$ cat src/rtl/seg_capture.sv
// Monitor for the dual-digit multiplexed common-anode 7-segment bus: samples, debounces and decodes
// each digit back to hex. Define SEG_CAPTURE_ERRCNT_EN to add the saturating err_count output.
module seg_capture #(
    parameter int unsigned SAMPLE_DIV    = 1000,
    parameter int unsigned STABLE_CYCLES = 4
) (
    input  logic       clk,
    input  logic       reset,
    input  logic [6:0] segs_in,
    input  logic [1:0] an_in,
    input  logic       err_clr,
    output logic [3:0] digit0,
    output logic [3:0] digit1,
    output logic [1:0] valid,
    output logic       update,
`ifdef SEG_CAPTURE_ERRCNT_EN
    output logic [7:0] err_count,
`endif
    output logic [1:0] err
);

    localparam logic [15:0] TickLast  = 16'(SAMPLE_DIV - 1);
    localparam logic [3:0]  StableMax = 4'(STABLE_CYCLES);
    localparam logic [3:0]  StablePre = 4'(STABLE_CYCLES - 1);

    logic [15:0] tick_cnt;
    logic        tick;
    logic [6:0]  p;
    logic [6:0]  cand_q [2];
    logic [3:0]  cnt_q  [2];
    logic [3:0]  digit_q [2];
    logic [1:0]  samp;
    logic [1:0]  match;
    logic [1:0]  commit;
    logic [1:0]  err_set;
    logic [3:0]  dec_val;
    logic        dec_legal;

    assign tick   = (tick_cnt == TickLast);
    assign p      = ~segs_in;
    assign digit0 = digit_q[0];
    assign digit1 = digit_q[1];

    always_comb begin
        dec_legal = 1'b1;
        dec_val   = 4'h0;
        case (p)
            7'h3F: dec_val = 4'h0;
            7'h06: dec_val = 4'h1;
            7'h5B: dec_val = 4'h2;
            7'h4F: dec_val = 4'h3;
            7'h66: dec_val = 4'h4;
            7'h6D: dec_val = 4'h5;
            7'h7D: dec_val = 4'h6;
            7'h07: dec_val = 4'h7;
            7'h7F: dec_val = 4'h8;
            7'h67: dec_val = 4'h9;
            7'h77: dec_val = 4'hA;
            7'h7C: dec_val = 4'hB;
            7'h39: dec_val = 4'hC;
            7'h5E: dec_val = 4'hD;
            7'h79: dec_val = 4'hE;
            7'h71: dec_val = 4'hF;
            default: dec_legal = 1'b0;
        endcase
    end

    always_comb begin
        samp[0] = tick && (an_in == 2'b10);
        samp[1] = tick && (an_in == 2'b01);
        for (int n = 0; n < 2; n++) begin
            match[n]   = (p == cand_q[n]);
            // Commit only on the S-1 -> S transition, so a saturated run never recommits.
            commit[n]  = samp[n] && match[n] && (cnt_q[n] == StablePre);
            err_set[n] = commit[n] && !dec_legal && (p != 7'h00);
        end
    end

    always_ff @(posedge clk or negedge reset) begin
        if (!reset) begin
            tick_cnt <= '0;
            valid    <= '0;
            update   <= 1'b0;
            err      <= '0;
            for (int n = 0; n < 2; n++) begin
                cand_q[n]  <= '0;
                cnt_q[n]   <= '0;
                digit_q[n] <= '0;
            end
`ifdef SEG_CAPTURE_ERRCNT_EN
            err_count <= '0;
`endif
        end else begin
            tick_cnt <= tick ? '0 : tick_cnt + 16'd1;
            // Set has priority over a coincident clear.
            err      <= (err & ~{2{err_clr}}) | err_set;
            update   <= 1'b0;
            for (int n = 0; n < 2; n++) begin
                if (samp[n]) begin
                    if (match[n]) begin
                        if (cnt_q[n] != StableMax) cnt_q[n] <= cnt_q[n] + 4'd1;
                    end else begin
                        cand_q[n] <= p;
                        cnt_q[n]  <= 4'd1;
                    end
                end
                if (commit[n]) begin
                    if (dec_legal) begin
                        digit_q[n] <= dec_val;
                        valid[n]   <= 1'b1;
                        if ((digit_q[n] != dec_val) || !valid[n]) update <= 1'b1;
                    end else if (p == 7'h00) begin
                        valid[n] <= 1'b0;
                        if (valid[n]) update <= 1'b1;
                    end
                end
            end
`ifdef SEG_CAPTURE_ERRCNT_EN
            if (err_clr) begin
                err_count <= {7'd0, |err_set};
            end else if ((|err_set) && (err_count != 8'hFF)) begin
                err_count <= err_count + 8'd1;
            end
`endif
        end
    end

endmodule

$ cat config.mk
export PLATFORM = sky130hd
export DESIGN_NAME = seg_capture
export DESIGN_NICKNAME = d
export VERILOG_FILES = /design/src/rtl/seg_capture.sv
export SDC_FILE = /design/constraint.sdc
export NUM_CORES = 1
export LEC_CHECK = 0
export CAP_MARGIN = 20
export CORE_MARGIN = 1.5
export CORE_UTILIZATION = 38
export CTS_CLUSTER_SIZE = 14
export DETAILED_ROUTE_END_ITERATION = 7
export PLACE_DENSITY = 0.65
export REMOVE_ABC_BUFFERS = 1
export SETUP_SLACK_MARGIN = 0.5
export SYNTH_ARGS = -nofsm -noshare
export SYNTH_HDL_FRONTEND = slang
export SYNTH_SLANG_ARGS = --single-unit
$ cat constraint.sdc
create_clock -name clk -period 3.3 [get_ports clk]
set_clock_uncertainty 0.2 [all_clocks]
set_input_delay 0.33 -clock clk [delete_from_list [all_inputs] [get_ports clk]]
set_output_delay 0.33 -clock clk [all_outputs]
set_load 0.005 [all_outputs]
==> reports/results.tsv <==
metric	value	unit
post-synth top area cell	dfrtp_1	
run status	finished, final reports clean	
Achievable Freq	375	MHz
DIE WIDTH	90.9	um
Nets	362	
Post-Syn Area	2940	sq um
worst-case clock buffer depth	2	
met1 GRT Util	19.9	%
Worst-Margin Slew	583	ps
min-delay src	segs_in[3]	
Die H	90.9	um
reg2reg start	tick_cnt[4]$_DFF_PN0_	
Synth Warn #	0	
CP Max Fanout	7	
antenna-violating nets left	0	
vias in the first global route	2241	
Diodes inserted	0	
initial antenna violation count	0	
via count	2284	
GR peak layer	met2	
Cell Rows	31	
DP HPWL	4350	um
CTS tree	yes	
clock net sink count	51	
H-tree depth	2	
Top FF cell, synth	dfrtp_1	
power per cell area	334	nW/um^2
Worst-Skew Late Latency	310	ps
critical path type	in -> reg	
Final Setup Violations	0	
wire length per cell	13.0	um
worst vdd ir	0.166	mV
sequential area share after synthesis	43.4	%
Root Buffer	clkbuf_8	
crit end category	register	
WP data required	3290	ps
sink of the worst hold path	cand_q[10]$_DFFE_PN0P_	
GRT overflow	0	
WHS Path Cells	2	
1st-iter DRT viols	203	
FILL cells	700	
min cycle time layout	2670	ps
FF-to-FF setup slack	760	ps
die area	8270	sq um
WP data arrival	2660	ps
# port buffers	24	
R2R Path End	update$_DFF_PN0_	
GR Util All Layers	15.0	%
flops & latches, synth	51	
Num CTS Buffers	5	
Syn-to-layout area delta	19.2	%
GR met3 Demand/Resource	2.27	%
global-route wire length before repair	10200	um
Core Region	7370	sq um
Mapped Cells	309	
CP startpoint kind	input port	
Pwr Total	1170	uW
RD Place Congestion	0.849	
period utilization	80.8	%
endpoints failing hold	0	
largest cells by area after synthesis	dfrtp_1, xnor2_1, xor2_1, nand2_1, mux2_1	
share of Yosys cell area claimed by the top area cell type	43.4	%
Via density	5.13	
Leakage	0.00157	uW
Netlist cell types	51	
EDFF count, synth	0	
Final Slew Violations	0	
RSZ-0062 raised after global routing	no	
Synth async-reset ratio	100	%
Worst R2R Path Depth	8	
largest net degree at the start of global routing	28	
Initial DRT Pass Iterations	4	
max_cap viols	0	
Hold Path Class	in -> reg	
GR met2 Demand/Resource	24.7	%
Starting Density	39.9	%
share of cells above drive strength 1	12.4	%
Top Ports	25	
relative slew slack	61.2	%
Clk pin slew, worst setup/hold paths	90	ps
DRC errors left	0	
syn_area_per_cell	9.51	sq um
final wirelength	5800	um
Setup TNS	0	ps
Yosys cell counts, types with 2 or more instances:
master / instances
and4b_1: 2
and4_1: 2
o211a_1: 2
nor4_2: 2
buf_2: 14
dfrtp_1: 51
nor2_1: 24
nand4_1: 6
and3_1: 2
a21oi_1: 5
inv_1: 9
nor2_4: 2
nand2b_1: 6
a31oi_1: 3
nor3b_1: 2
nor4bb_1: 3
a22oi_1: 2
ha_1: 5
o21ai_0: 6
o21ai_1: 15
xor2_1: 17
mux2_1: 8
nor2b_1: 3
and2_1: 3
o22ai_1: 4
a21boi_1: 2
xnor2_1: 22
nor3_1: 5
nand2_1: 38
or3_1: 4
nand3_1: 17
o2111ai_1: 2
o21a_1: 3
flip-flops by register name, summed over array words and instances, names as in the netlist:
register	flops
tick_cnt	16
cand_q	14
err	2
cnt_q	8
digit0	4
digit1	4
valid	2
update	1
critical path, stage by stage:
cell	delay (ps)
clkdlybuf4s50_1	540
buf_4	220
nor3b_1	310
a22oi_1	140
a21o_1	240
and4b_2	340
nor2_4	200
mux2_1	340
power by group:
part | switching [uW] | total (uW) | internal [uW]
combinational | 58.5 | 101 | 42.5
sequential | 0.0000000000000285 | 624 | 624
clock | 213 | 443 | 230
worst max path at each step:
| stage | start | slack, ps | cells past startpoint | to |
|---|---|---|---|---|
| after floorplan | tick_cnt[4]$_DFF_PN0_ | 810 | 7 | cnt_q[6]$_DFFE_PN0P_ |
| after global placement | segs_in[0] | 220 | 8 | digit0[0]$_DFFE_PN0P_ |
| after detailed placement | segs_in[3] | 250 | 7 | digit0[0]$_DFFE_PN0P_ |
| after CTS | segs_in[3] | 590 | 7 | digit0[0]$_DFFE_PN0P_ |
| after global routing | segs_in[1] | 510 | 7 | digit0[0]$_DFFE_PN0P_ |
| final | segs_in[0] | 630 | 8 | digit0[0]$_DFFE_PN0P_ |
placed cells by master, fill, tap and decap left out, types with 3 or more instances in the layout:
master            n
a21oi_1           5
a31oi_1           3
and2_1            3
buf_4            19
clkbuf_8          5
clkdlybuf4s50_1  21
dfrtp_1          51
ha_1              5
inv_1             9
mux2_1            8
nand2_1          38
nand2b_1          6
nand3_1          17
nand4_1           6
nor2_1           23
nor2b_1           3
nor3_1            5
nor4bb_1          3
o21a_1            3
o21ai_0           6
o21ai_1          15
o22ai_1           4
or3_1             4
xnor2_1          22
xor2_1           17
cell type report:
class / instances / area [sq um] / share of cell area [%]
clock buffer: 5 / 68.8 / 1.97
clock inverter: 3 / 47.5 / 1.36
inverter: 9 / 33.8 / 0.965
multi-input combinational: 234 / 1560 / 44.5
sequential: 51 / 1280 / 36.5
tap: 99 / 124 / 3.54
timing repair buffer: 44 / 393 / 11.2
logic make-up (layout without fill, tap and decap cells):
family | after synthesis | count (layout) | share of synthesized area (%)
and+or+nand+nor | 132 | 132 | 25.2
DFF | 51 | 51 | 43.4
AOI/OAI and AO/OA | 50 | 50 | 10.9
xor gates and xnor gates | 39 | 39 | 11.6
buffers and inverters | 24 | 61 | 3.66
muxes | 8 | 8 | 3.07
adders and majority gates | 5 | 5 | 2.13
timing repair:
item                       CTS  global route
setup buffers                0             0
hold endpoints to repair    24             0
gates resized for setup      0             4
hold buffers                 1             0
setup endpoints to repair    0             9
metrics by stage:
stage / cell area, sq um / hold WS, ps / setup slack [ps] / utilization, % / cells
after floorplan: 2860 / -166 / 812 / - / 294
after global placement: 3370 / 162 / 220 / 45.7 / 436
after detailed placement: 3370 / 161 / 253 / 45.7 / 436
after CTS: 3490 / 293 / 587 / 47.4 / 445
after global routing: 3500 / 295 / 513 / 47.5 / 445
final: 3500 / 275 / 634 / 47.5 / 445
layer usage:
layer | up-vias | routed length, um | share of wire (%)
met5 | - | 0 | 0
met1 | 1089 | 2780 | 48
met4 | 0 | 65 | 1.1
met2 | 40 | 2780 | 48
li1 | 1150 | - | -
met3 | 5 | 163 | 2.8
(Power assumes the default switching activity.)
